## src/rtl/term_ctl.sv

```systemverilog
// Terminal write controller: byte interpreter, cursor tracking, hardware scroll.
// Optional TERM_TAB_EN enables horizontal tab stops every TABW columns.
module term_ctl #(
  parameter int COLS = 80,
  parameter int ROWS = 25,
  parameter int TABW = 8
) (
  input  logic        pixclk,
  input  logic        rst_n,
  input  logic        rx_valid,
  input  logic [7:0]  rx_data,
  output logic        wr,
  output logic [11:0] waddr,
  output logic [7:0]  wdata,
  output logic [4:0]  top_row,
  output logic [6:0]  cur_col,
  output logic [4:0]  cur_row,
  output logic        busy,
  output logic        overflow
);

  localparam logic [12:0] CELLS    = 13'(COLS * ROWS);
  localparam logic [11:0] CELLS_M1 = 12'(COLS * ROWS - 1);
  localparam logic [11:0] CW       = 12'(COLS);
  localparam logic [11:0] CW_M1    = 12'(COLS - 1);
  localparam logic [6:0]  LAST_COL = 7'(COLS - 1);
  localparam logic [4:0]  LAST_ROW = 5'(ROWS - 1);

  typedef enum logic [1:0] {
    INIT_CLR,
    IDLE,
    CLR_LINE,
    CLR_ALL
  } state_t;

  state_t      state;
  logic        hold_full;
  logic [7:0]  hold_data;
  logic [11:0] row_base;
  logic [11:0] clr_cnt;

  logic        take;
  logic        is_print;
  logic        lf;
  logic [6:0]  col_nxt;
  logic [12:0] rb_sum;
  logic [11:0] rb_inc;
  logic [4:0]  top_inc;
`ifdef TERM_TAB_EN
  logic [7:0]  tab;
`endif

  assign take = (state == IDLE) && hold_full;

  // row base of the next physical row, wrapping at the end of the buffer
  assign rb_sum  = {1'b0, row_base} + {1'b0, CW};
  assign rb_inc  = (rb_sum >= CELLS) ? 12'(rb_sum - CELLS) : rb_sum[11:0];
  assign top_inc = (top_row == LAST_ROW) ? 5'd0 : top_row + 5'd1;

  always_comb begin
    is_print = ((hold_data >= 8'h20) && (hold_data <= 8'h7E))
             || hold_data[7];
    col_nxt  = cur_col;
    lf       = 1'b0;
`ifdef TERM_TAB_EN
    tab      = 8'd0;
`endif
    unique case (1'b1)
      is_print: begin
        if (cur_col == LAST_COL) begin
          col_nxt = 7'd0;
          lf      = 1'b1;
        end else begin
          col_nxt = cur_col + 7'd1;
        end
      end
      (hold_data == 8'h0D): col_nxt = 7'd0;
      (hold_data == 8'h0A): lf = 1'b1;
      (hold_data == 8'h08): begin
        if (cur_col != 7'd0) col_nxt = cur_col - 7'd1;
      end
`ifdef TERM_TAB_EN
      (hold_data == 8'h09): begin
        tab = {1'b0, cur_col} - ({1'b0, cur_col} % 8'(TABW)) + 8'(TABW);
        if (tab >= 8'(COLS)) begin
          col_nxt = 7'd0;
          lf      = 1'b1;
        end else begin
          col_nxt = tab[6:0];
        end
      end
`endif
      default: ;
    endcase
  end

  always_ff @(posedge pixclk or negedge rst_n) begin
    if (!rst_n) begin
      hold_full <= 1'b0;
      hold_data <= 8'h00;
      overflow  <= 1'b0;
    end else if (rx_valid) begin
      if (hold_full && !take) begin
        overflow <= 1'b1;
      end else begin
        hold_full <= 1'b1;
        hold_data <= rx_data;
      end
    end else if (take) begin
      hold_full <= 1'b0;
    end
  end

  always_ff @(posedge pixclk or negedge rst_n) begin
    if (!rst_n) begin
      state    <= INIT_CLR;
      wr       <= 1'b0;
      waddr    <= 12'd0;
      wdata    <= 8'h00;
      top_row  <= 5'd0;
      cur_col  <= 7'd0;
      cur_row  <= 5'd0;
      busy     <= 1'b0;
      row_base <= 12'd0;
      clr_cnt  <= 12'd0;
    end else begin
      wr <= 1'b0;
      unique case (state)
        IDLE: begin
          if (hold_full && hold_data == 8'h0C) begin
            state    <= CLR_ALL;
            busy     <= 1'b1;
            top_row  <= 5'd0;
            cur_col  <= 7'd0;
            cur_row  <= 5'd0;
            row_base <= 12'd0;
            clr_cnt  <= 12'd0;
          end else if (hold_full) begin
            if (is_print) begin
              wr    <= 1'b1;
              waddr <= row_base + 12'(cur_col);
              wdata <= hold_data;
            end
            cur_col <= col_nxt;
            if (lf) begin
              row_base <= rb_inc;
              if (cur_row < LAST_ROW) begin
                cur_row <= cur_row + 5'd1;
              end else begin
                // recycled row is the old top, whose base is rb_inc
                top_row <= top_inc;
                clr_cnt <= 12'd0;
                state   <= CLR_LINE;
                busy    <= 1'b1;
              end
            end
          end
        end
        CLR_LINE: begin
          wr      <= 1'b1;
          waddr   <= row_base + clr_cnt;
          wdata   <= 8'h20;
          clr_cnt <= clr_cnt + 12'd1;
          if (clr_cnt == CW_M1) begin
            state <= IDLE;
            busy  <= 1'b0;
          end else begin
            busy  <= 1'b1;
          end
        end
        default: begin
          wr      <= 1'b1;
          waddr   <= clr_cnt;
          wdata   <= 8'h20;
          clr_cnt <= clr_cnt + 12'd1;
          if (clr_cnt == CELLS_M1) begin
            state    <= IDLE;
            busy     <= 1'b0;
            top_row  <= 5'd0;
            cur_col  <= 7'd0;
            cur_row  <= 5'd0;
            row_base <= 12'd0;
          end else begin
            busy     <= 1'b1;
          end
        end
      endcase
    end
  end

endmodule

```

## config.mk

```make
export PLATFORM = sky130hd
export DESIGN_NAME = term_ctl
export DESIGN_NICKNAME = d
export VERILOG_FILES = /design/src/rtl/term_ctl.sv
export SDC_FILE = /design/constraint.sdc
export NUM_CORES = 1
export LEC_CHECK = 0
export BUFFER_PORTS_ARGS = -buffer_cell sky130_fd_sc_hd__clkbuf_2
export CAP_MARGIN = 20
export CORE_MARGIN = 2
export CORE_UTILIZATION = 28
export DETAILED_ROUTE_END_ITERATION = 8
export PLACE_DENSITY = 0.5
export SYNTH_ARGS = -nofsm -noshare
export SYNTH_HDL_FRONTEND = slang
export SYNTH_SLANG_ARGS = --single-unit
export TNS_END_PERCENT = 10
```

## constraint.sdc

```tcl
create_clock -name pixclk -period 4.9 [get_ports pixclk]
set_input_delay 0.98 -clock pixclk [delete_from_list [all_inputs] [get_ports pixclk]]
set_output_delay 0.98 -clock pixclk [all_outputs]
set_load 0.1 [all_outputs]
```

==> impl_results.md <==
* Worst hold slack at 0.4843 ns
* # rows at 46
* GR met2 Demand/Resource at around 23%
* Mapped Nets at roughly 520
* Layout cell share with drive strength beyond 1 at 18.10%
* Psw at 0.0002841 W
* Post-CTS setup buffer count at 0
* Worst Tran Pin Value at ~0.91 ns
* Post-synth ARST share at 100.0%
* CTS tree: yes
* Pleak at around 2.3 nW
* Power after layout at approximately 0.0014 W
* Worst r2r src: state[0]
* Status: completed
* Slew headroom at between 30 and 40%
* Final-layout fill cell count at about 1,700
* Routed WL at about 12,000 um
* Switch share at between 20% and 30%
* Fin. max-slew vios at 0
* Post-synth EDFFs at 0
* DR vias at around 3,700
* Initial antenna violation count at 0
* Worst vdd ir at approximately 150 uV
* Wire length of the first global-routing pass at 19,300 um
* Met1 Use GR at just under 20%
* PortBufs at 50
* Die Height at 130.5 um
* Yosys warns at 0
* GPL Wtd Cong at about 0.86
* R2R setup slack at between 1.5 and 2 ns
* Initial Util at ~28%
* Clock sinks at between 70 and 80
* Clock Root Buffer: clkbuf_16
* Via density at between 4 and 5
* Setup CP Type: register to register
* Diodes inserted at 0
* Hold_buf cts at 0
* GRT busiest layer: met2
* Hold path cells at 1
* Tot GR Track Use at between 10 and 15%
* Synth cell types at 75
* PD cells at between 200 and 300 nW/um^2
* Clock power frac at a little under three fifths
* Unrepaired setup endpoints after global routing: no
* Crit path capture type: register
* DRT iter0 DRCs at around 230
* Post-route minimum period at between 3 and 4 ns
* Worst EP arrival at between 3 and 4 ns
* Final HPWL DP at 8304 um
* First-pass DRT Iterations at 4
* Dominant synthesized flop cell: dfrtp_1
* Die ar. at between 15,000 and 20,000 sq um
* CP Launch Type: register
* Synth Register Bits at 71
* Internal power at 0.001131 W
* Top cells by count, synth: dfrtp_1 (71), nand2_1 (49), o21ai_0 (41)
* Setup violations, final at 0
* Crit share post-route at between 60 and 70%
* Post-cts sizing count at 0
* Setup TNS at 0 ns
* Core Area at approximately 16,000 sq um
* Total of max-cap violations at 0
* Most common cell in the netlist: dfrtp_1
* Critical path required time at between 5 and 6 ns
* Syn Inst Count at between 400 and 500
* Largest net degree at the start of global routing at between 70 and 80
* Share of the synthesized area in the top cell type at 39.64%
* Synth top area cells: dfrtp_1 (40%), ha_1 (5.0%), o21ai_0 (4.6%)
* Hold Startpoint: overflow
* Layout Area Growth over Synthesis at 17.06%
* Final ANT Viol Nets at 0
* Crit path max fanout at 16
* Combinational power share at under 10%
* Nets at 560
* Avg WL per Cell at 15.32 um
* Max Freq at 0.3083 GHz
* Hold Path Class: register to register
* Grt ovf at 0
* DIE WIDTH at 130.5 um
* Register area share after synthesis at 39.64%
* R2R cell count at 11
* Worst R2R End: waddr[11]
* Area leader, netlist: dfrtp_1
* Skew-Pair Late Insertion Delay at about 0.35 ns
* Hold EP: overflow
* IO Pins at 51
* CTS Buffer Depth at 2
* Post-Synthesis Cell Area at between 4000 and 5000 sq um
* Syn avg cell area at roughly 9.1 sq um
* Hold Vio Cnt, Final at 0
* Number of global-route vias before repair at approximately 3,700
* Sequential Power Share at between 40% and 50%
* Worst Skew at ~0.0063 ns
* GRT met3 Usage at around 3%
* CTS buffer count at 9
* # DRC at 0
* H-tree levels at 3
* Worst-path clk slew at around 0.060 ns
## stage by stage
stage          utilization [%]  std cells  setup slack (ns)  cell area (sq um)
2_1_floorplan                -        494             1.901               4482
3_3_place_gp             30.95        736             1.858               4881
3_5_place_dp             30.95        736             1.697               4881
4_1_cts                  33.27        752             1.670               5246
5_1_grt                  33.27        752             1.344               5246
6_report                 33.27        752             1.657               5246
## per-layer routing
layer	share of wire, %	up-vias
li1	-	1868
met1	48	1789
met2	46	70
met3	4.2	14
met4	2.2	0
met5	0	-
## cell families after synthesis
| kind of cell | Yosys count | synth area share (%) |
|---|---|---|
| fa+ha+maj | 18 | 5.025 |
| buf+inv | 44 | 4.523 |
| mux | 25 | 5.890 |
| compound gates | 142 | 21.16 |
| simple gates | 178 | 20.63 |
| xor+xnor | 16 | 3.127 |
| flops | 71 | 39.64 |
## registers in the layout, indices dropped and copies added, names as in the netlist, 2 cells and up
name       count
top_row        5
state          2
clr_cnt       12
cur_row        5
waddr         12
row_base       8
hold_data      8
wdata          8
cur_col        7
## layout make-up
type	instances	area, sq um	share of cell area (%)
Sequential cell	71	1777	33.87
Multi-Input combinational cell	379	2502	47.70
Clock buffer	12	266.5	5.080
Timing Repair Buffer	51	260.3	4.961
Inverter	19	71.32	1.359
Clock inverter	4	98.84	1.884
Tap cell	216	270.3	5.151
## cells in the final DEF, fill, tap and decap left out, types with 3 or more instances in the layout
cell type | synthesis | routed
nand2_1 | 49 | 49
nand4_1 | 7 | 7
o21ai_1 | 4 | 4
inv_1 | 19 | 19
nor3_1 | 11 | 11
nand3_1 | 23 | 23
xnor2_1 | 12 | 12
bufinv_16 | 0 | 3
dfrtp_1 | 71 | 71
o21a_1 | 4 | 4
o21ai_0 | 41 | 41
a21oi_1 | 33 | 33
ha_1 | 18 | 18
o31ai_1 | 6 | 6
and3_1 | 6 | 6
nor2b_1 | 3 | 3
clkbuf_2 | 0 | 49
a21o_1 | 8 | 8
xor2_1 | 4 | 4
a311oi_1 | 3 | 3
mux2i_1 | 14 | 14
mux2_2 | 11 | 11
a31oi_1 | 5 | 5
and2_1 | 10 | 10
clkbuf_16 | 0 | 9
nand2b_1 | 5 | 5
clkbuf_8 | 0 | 3
o211ai_1 | 3 | 3
nor2_1 | 39 | 39
nor4_1 | 3 | 3
## worst max path at each step
stage | cells after the start | start | slack (ns) | end
detailed placement | 11 | state[0] | 1.70 | waddr[11]
global route | 11 | state[0] | 1.34 | waddr[11]
finish | 11 | state[0] | 1.66 | waddr[11]
CTS | 11 | state[0] | 1.67 | waddr[11]
global placement | 11 | state[0] | 1.86 | waddr[11]
floorplan | 12 | state[0] | 1.90 | waddr[11]
## power groups by stage
| stage | Combinational, W | Sequential [W] | Clock (W) |
|---|---|---|---|
| floorplan | 0.000000199 | 0.000597 | 0 |
| global placement | 0.0000168 | 0.000597 | 0 |
| detailed placement | 0.0000171 | 0.000597 | 0 |
| CTS | 0.0000173 | 0.000586 | 0.000829 |
| global route | 0.0000189 | 0.000586 | 0.000851 |
| finish | 0.0000157 | 0.000586 | 0.000813 |
## worst max-delay path, stage by stage (launching register included)
cell and delay (ns):
dfrtp_1 0.39, inv_1 0.06, ha_1 0.48, mux2_2 0.40, ha_1 0.32, a21oi_1 0.11
o21bai_1 0.23, a21oi_1 0.15, o21ai_0 0.33, a21oi_1 0.15, or4b_1 0.47, nand3_1 0.09
(Power assumes the default switching activity.)
